### src/rtl/lsu_ctrl.sv
// Load/store unit: turns an ALU effective address into one word-wide
// req/gnt/rvalid data-memory access. It generates byte enables and
// lane-replicated store data, and it sign- or zero-extends load data.
// The core is held on stall until done pulses. An access that breaks
// the rules finishes at once with an exception code and never reaches
// the bus.
//
// state  | meaning
// -------+---------------------------------------------------------
// S_IDLE | no access in flight; a valid request is decoded here
// S_REQ  | mem_req asserted, waiting for mem_gnt
// S_WAIT | load granted, waiting for mem_rvalid
// S_DONE | one-cycle done pulse carrying exc/rdata
module lsu_ctrl #(
    parameter int TIMEOUT = 255
) (
    input  logic        clk,
    input  logic        rst_n,
    input  logic        req_valid,
    input  logic        req_we,
    input  logic [2:0]  req_funct3,
    input  logic [31:0] req_addr,
    input  logic [31:0] req_wdata,
    output logic        stall,
    output logic        done,
    output logic [31:0] rdata,
    output logic [1:0]  exc,
    output logic        mem_req,
    output logic        mem_we,
    output logic [31:0] mem_addr,
    output logic [3:0]  mem_be,
    output logic [31:0] mem_wdata,
    input  logic        mem_gnt,
    input  logic        mem_rvalid,
    input  logic [31:0] mem_rdata
);

    typedef enum logic [1:0] {S_IDLE, S_REQ, S_WAIT, S_DONE} state_t;

    localparam logic [15:0] TC_LOAD = 16'(TIMEOUT - 1);

    state_t      r_state;
    state_t      w_next;
    logic [15:0] r_cnt;
    logic        r_we;
    logic [2:0]  r_f3;
    logic [1:0]  r_off;
    logic        r_done;
    logic [1:0]  r_exc;
    logic [31:0] r_rdata;
    logic        r_mem_req;
    logic        r_mem_we;
    logic [31:0] r_mem_addr;
    logic [3:0]  r_mem_be;
    logic [31:0] r_mem_wdata;

    logic        w_illegal;
    logic        w_misal;
    logic        w_accept;
    logic        w_tc;
    logic [1:0]  w_exc;
    logic [31:0] w_rdata;
    logic [3:0]  w_be;
    logic [31:0] w_wdata;
    logic [31:0] w_shift;
    logic [31:0] w_load;

    // Request decode: 011 and 11x are never legal, and stores have no 1xx forms
    assign w_illegal = (req_funct3 == 3'b011) || (req_funct3[2:1] == 2'b11) ||
                       (req_we && req_funct3[2]);
    assign w_misal   = ((req_funct3[1:0] == 2'b01) && req_addr[0]) ||
                       ((req_funct3[1:0] == 2'b10) && (req_addr[1:0] != 2'b00));
    assign w_accept  = (r_state == S_IDLE) && req_valid && !w_illegal && !w_misal;
    assign w_tc      = (r_cnt == 16'd0);

    // Lane steering for the incoming request
    always_comb begin
        w_be    = 4'b1111;
        w_wdata = req_wdata;
        case (req_funct3[1:0])
            2'b00: begin
                w_be    = 4'b0001 << req_addr[1:0];
                w_wdata = {4{req_wdata[7:0]}};
            end
            2'b01: begin
                w_be    = req_addr[1] ? 4'b1100 : 4'b0011;
                w_wdata = {2{req_wdata[15:0]}};
            end
            default: ;
        endcase
    end

    // Load data extraction from the latched byte offset and size/sign
    assign w_shift = mem_rdata >> {r_off, 3'b000};
    always_comb begin
        w_load = w_shift;
        case (r_f3)
            3'b000:  w_load = {{24{w_shift[7]}}, w_shift[7:0]};
            3'b001:  w_load = {{16{w_shift[15]}}, w_shift[15:0]};
            3'b100:  w_load = {24'h0, w_shift[7:0]};
            3'b101:  w_load = {16'h0, w_shift[15:0]};
            default: w_load = w_shift;
        endcase
    end

    // Next state and the exception/result that go with entry to S_DONE
    always_comb begin
        w_next  = r_state;
        w_exc   = 2'b00;
        w_rdata = 32'h0;
        case (r_state)
            S_IDLE: begin
                if (req_valid) begin
                    if (w_illegal) begin
                        w_next = S_DONE;
                        w_exc  = 2'b10;
                    end else if (w_misal) begin
                        w_next = S_DONE;
                        w_exc  = 2'b01;
                    end else begin
                        w_next = S_REQ;
                    end
                end
            end
            S_REQ: begin
                if (mem_gnt) begin
                    w_next = r_we ? S_DONE : S_WAIT;
                end else if (w_tc) begin
                    w_next = S_DONE;
                    w_exc  = 2'b11;
                end
            end
            S_WAIT: begin
                if (mem_rvalid) begin
                    w_next  = S_DONE;
                    w_rdata = w_load;
                end else if (w_tc) begin
                    w_next = S_DONE;
                    w_exc  = 2'b11;
                end
            end
            default: w_next = S_IDLE;
        endcase
    end

    // State register
    always_ff @(posedge clk) begin
        if (!rst_n) r_state <= S_IDLE;
        else        r_state <= w_next;
    end

    // Registered outputs, request latch and timeout down-counter
    always_ff @(posedge clk) begin
        if (!rst_n) begin
            r_cnt       <= 16'd0;
            r_we        <= 1'b0;
            r_f3        <= 3'b000;
            r_off       <= 2'b00;
            r_done      <= 1'b0;
            r_exc       <= 2'b00;
            r_rdata     <= 32'h0;
            r_mem_req   <= 1'b0;
            r_mem_we    <= 1'b0;
            r_mem_addr  <= 32'h0;
            r_mem_be    <= 4'h0;
            r_mem_wdata <= 32'h0;
        end else begin
            r_done    <= (w_next == S_DONE);
            r_exc     <= w_exc;
            r_rdata   <= w_rdata;
            r_mem_req <= (w_next == S_REQ);
            r_mem_we  <= (w_next == S_REQ) && (w_accept ? req_we : r_we);
            if (w_accept) begin
                r_cnt       <= TC_LOAD;
                r_we        <= req_we;
                r_f3        <= req_funct3;
                r_off       <= req_addr[1:0];
                r_mem_addr  <= {req_addr[31:2], 2'b00};
                r_mem_be    <= w_be;
                r_mem_wdata <= w_wdata;
            end else if (((r_state == S_REQ) || (r_state == S_WAIT)) && !w_tc) begin
                r_cnt <= r_cnt - 16'd1;
            end
        end
    end

    assign stall     = req_valid & ~r_done;
    assign done      = r_done;
    assign exc       = r_exc;
    assign rdata     = r_rdata;
    assign mem_req   = r_mem_req;
    assign mem_we    = r_mem_we;
    assign mem_addr  = r_mem_addr;
    assign mem_be    = r_mem_be;
    assign mem_wdata = r_mem_wdata;

endmodule
### config.mk
export PLATFORM = sky130hd
export DESIGN_NAME = lsu_ctrl
export DESIGN_NICKNAME = d
export VERILOG_FILES = /design/src/rtl/lsu_ctrl.sv
export SDC_FILE = /design/constraint.sdc
export NUM_CORES = 1
export LEC_CHECK = 0
export ABC_AREA = 1
export CAP_MARGIN = 0
export CORE_MARGIN = 5
export CORE_UTILIZATION = 47
export CTS_BUF_LIST = sky130_fd_sc_hd__clkbuf_8
export DETAILED_ROUTE_END_ITERATION = 8
export GPL_TIMING_DRIVEN = 0
export PLACE_DENSITY = 0.86
export RECOVER_POWER = 25
export SLEW_MARGIN = 20
export SYNTH_ARGS = -nofsm -noshare
export SYNTH_HDL_FRONTEND = slang
export SYNTH_SLANG_ARGS = --single-unit
### constraint.sdc
create_clock -name clk -period 2 [get_ports clk]
set_input_delay 0.4 -clock clk [delete_from_list [all_inputs] [get_ports clk]]
set_output_delay 0.4 -clock clk [all_outputs]
set_load 0.01 [all_outputs]
==> metrics <==
commonest non-fill, non-tap cell in the layout nand2_1; Leak 0.00395 uW; fin crit period 1.81 ns; fmax 552 MHz; pin count of the biggest net entering global routing 17; GRT busiest layer met2; number of global-route vias before repair 6096; final setup vio count 0; Initial DRT Pass Iterations 5; relative slew slack 64.3%; post-route cell area 0.00865 mm^2; Crit Path Class in2out; met2 Track Usage GR 42.7%; routed len/inst 15.1 um; clock sinks 127; filler cell count 1013; Mapped Area 0.00592 mm^2; CP endpoint kind output pin; met3 global-route usage 10.7%; RSZ-0062 raised after global routing no; Arrival @ worst endpoint 1.41 ns; Post-Synthesis Cells 858; Max-Cap Viols 0; worst slew pin tran 0.533 ns; post-CTS setup repair buffer count 0; H-tree depth 4; via count 6514; M1 GR Usage 29.2%; Hold WC Path Type reg2reg; gp weighted congestion 0.914; Final Core Density 69.4%; CTS tree yes; skew final 0.00881 ns; placed cell areas 0.00822 mm^2; maximum VDD drop 0.805 mV; post-synth cell types 33; Final ANT Viol Nets 0; TritonCTS Buffers 17; total power 9820 uW; Slew Limit Fails 0; Clock transition at path regs 0.08 ns; Nets 1197; via/cell ratio 5.13; yosys warns 0; GRT Util Overall 25.8%; Die H 122 um; Die Wd 122 um; global-route wire length before repair 30200 um; CTS max path bufs 2; Core Box Area 0.0125 mm^2; Final Non-Filler Cells 1271; initial DRC count 605; worst r2r src r_cnt[0]; post-cts resize count 1; Req. time, crit path 1.60 ns; reg2reg setup slack 0.20 ns; Tcrit/Tclk final 90.5%; Worst setup SP type input port; IO Count 211; PwrDens 1130 mW/mm^2; input/output buffers 208; hold wc startpoint mem_wdata[2]; post-synthesis sequential area ratio 43.0%; die area 0.0149 mm^2; CTS Hold Bufs 0; hold path depth 2; GRT overflow 0; status completed; CTS root buf clkbuf_8; Routed Wire Length 19200 um; Antenna Cells 0; Critical R2R Capture r_cnt[2]; final hold vios 0; most frequent cells in the layout 213 x nand2_1, 178 x clkdlybuf4s50_1, 127 x dfxtp_1; drt drc 0; num rows 41; Initial Util 47.5%; Clk Latency, worst-skew pair 0.46 ns; Register-to-Register Path Depth 9; DP Wirelength 14600 um; peak fanout along the critical path 3; Avg Synthesized Cell Area 6.90 um^2; worst hold path endpoint mem_wdata[2]; placed insts 1239; area delta synth->final 46.2%; layout cells sized above 1 7.46%; FF+latch count, synth 127; initial antenna violation count 0
==> power breakdown <==
group	internal, uW	switching (uW)	total [uW]
clock	1390	1070	2460
sequential	2950	276	3220
combinational	1700	2430	4140
total	6040	3780	9820
==> layout make-up <==
cell class / instances / area (um^2) / share of cell area (%)
Clock inverter: 14 / 189 / 2.18
Buffer: 49 / 309 / 3.57
Multi-Input combinational cell: 611 / 2800 / 32.3
Clock buffer: 18 / 248 / 2.86
Tap cell: 172 / 215 / 2.49
Timing Repair Buffer: 208 / 2080 / 24.0
Inverter: 72 / 270 / 3.12
Sequential cell: 127 / 2540 / 29.4
==> sequential cells by signal, indices dropped and copies added (netlist names) <==
signal     count
mem_wdata     32
rdata         32
mem_addr      30
r_cnt         16
mem_be         4
r_f3           3
exc            2
r_off          2
r_state        2
done           1
mem_req        1
mem_we         1
r_we           1
==> worst max-delay path, cell delays in order <==
cell and delay (ns):
clkdlybuf4s50_1 0.52, inv_1 0.11, nor2_1 0.10, dlygate4sd2_1 0.28
==> cell usage after synthesis <==
library cell	count	area (um^2)
a211oi_1	1	7.51
a21oi_1	63	315
a21oi_2	2	17.5
a31oi_1	9	56.3
buf_1	1	3.75
buf_2	12	60.1
buf_4	4	30.0
buf_6	11	124
buf_8	1	15.0
clkbuf_1	18	67.6
clkbuf_2	2	10.0
conb_1	1	3.75
dfxtp_1	127	2540
ha_1	6	75.1
inv_1	66	248
inv_2	6	22.5
nand2_1	212	796
nand2_2	5	31.3
nand2_4	2	22.5
nand3_1	84	420
nand3_2	1	10.0
nand3b_1	1	7.51
nand3b_4	1	20.0
nand4_1	6	37.5
nor2_1	123	462
nor2_2	2	12.5
nor2_4	2	22.5
o211ai_1	5	37.5
o21a_1	1	7.51
o21ai_0	56	280
o21ai_1	21	105
o22ai_1	2	12.5
xor2_1	4	35.0
==> how the worst max path moves through the flow <==
stage / from / endpoint / slack, ns / depth (start not counted)
floorplan: r_cnt[0] / r_cnt[2] / 0.50 / 9
global placement: rst_n / mem_wdata[16] / -0.18 / 5
detailed placement: rst_n / mem_wdata[19] / -0.22 / 5
CTS: mem_wdata[7] / mem_wdata[7] / 0.16 / 1
global route: r_state[0] / mem_addr[9] / 0.04 / 9
finish: req_valid / stall / 0.19 / 4
==> per-stage QoR <==
step	hold WS, ns	setup slack, ns	setup TNS [ns]
after detailed placement	0.455	-0.218	-8.49
after global routing	0.481	0.0405	0
after CTS	0.468	0.158	0
after floorplan	0.443	0.497	0
final	0.469	0.189	0
after global placement	0.450	-0.180	-7.27
==> logic make-up after synthesis <==
| group | after synthesis | synth area share [%] |
|---|---|---|
| flops | 127 | 43.0 |
| fa+ha+maj | 6 | 1.27 |
| buf+inv | 121 | 9.81 |
| simple gates | 439 | 31.1 |
| other cells | 1 | 0.0634 |
| compound gates | 160 | 14.2 |
| xor+xnor | 4 | 0.592 |
==> metal layers <==
layer / wire length [um] / share of wire, % / up-vias
met2: 9030 / 47 / 329
met1: 7350 / 38 / 2924
met5: 0 / 0 / -
li1: - / - / 3217
met3: 2300 / 12 / 44
met4: 551 / 2.9 / 0
Note: power is estimated with default switching activity, not from simulation.
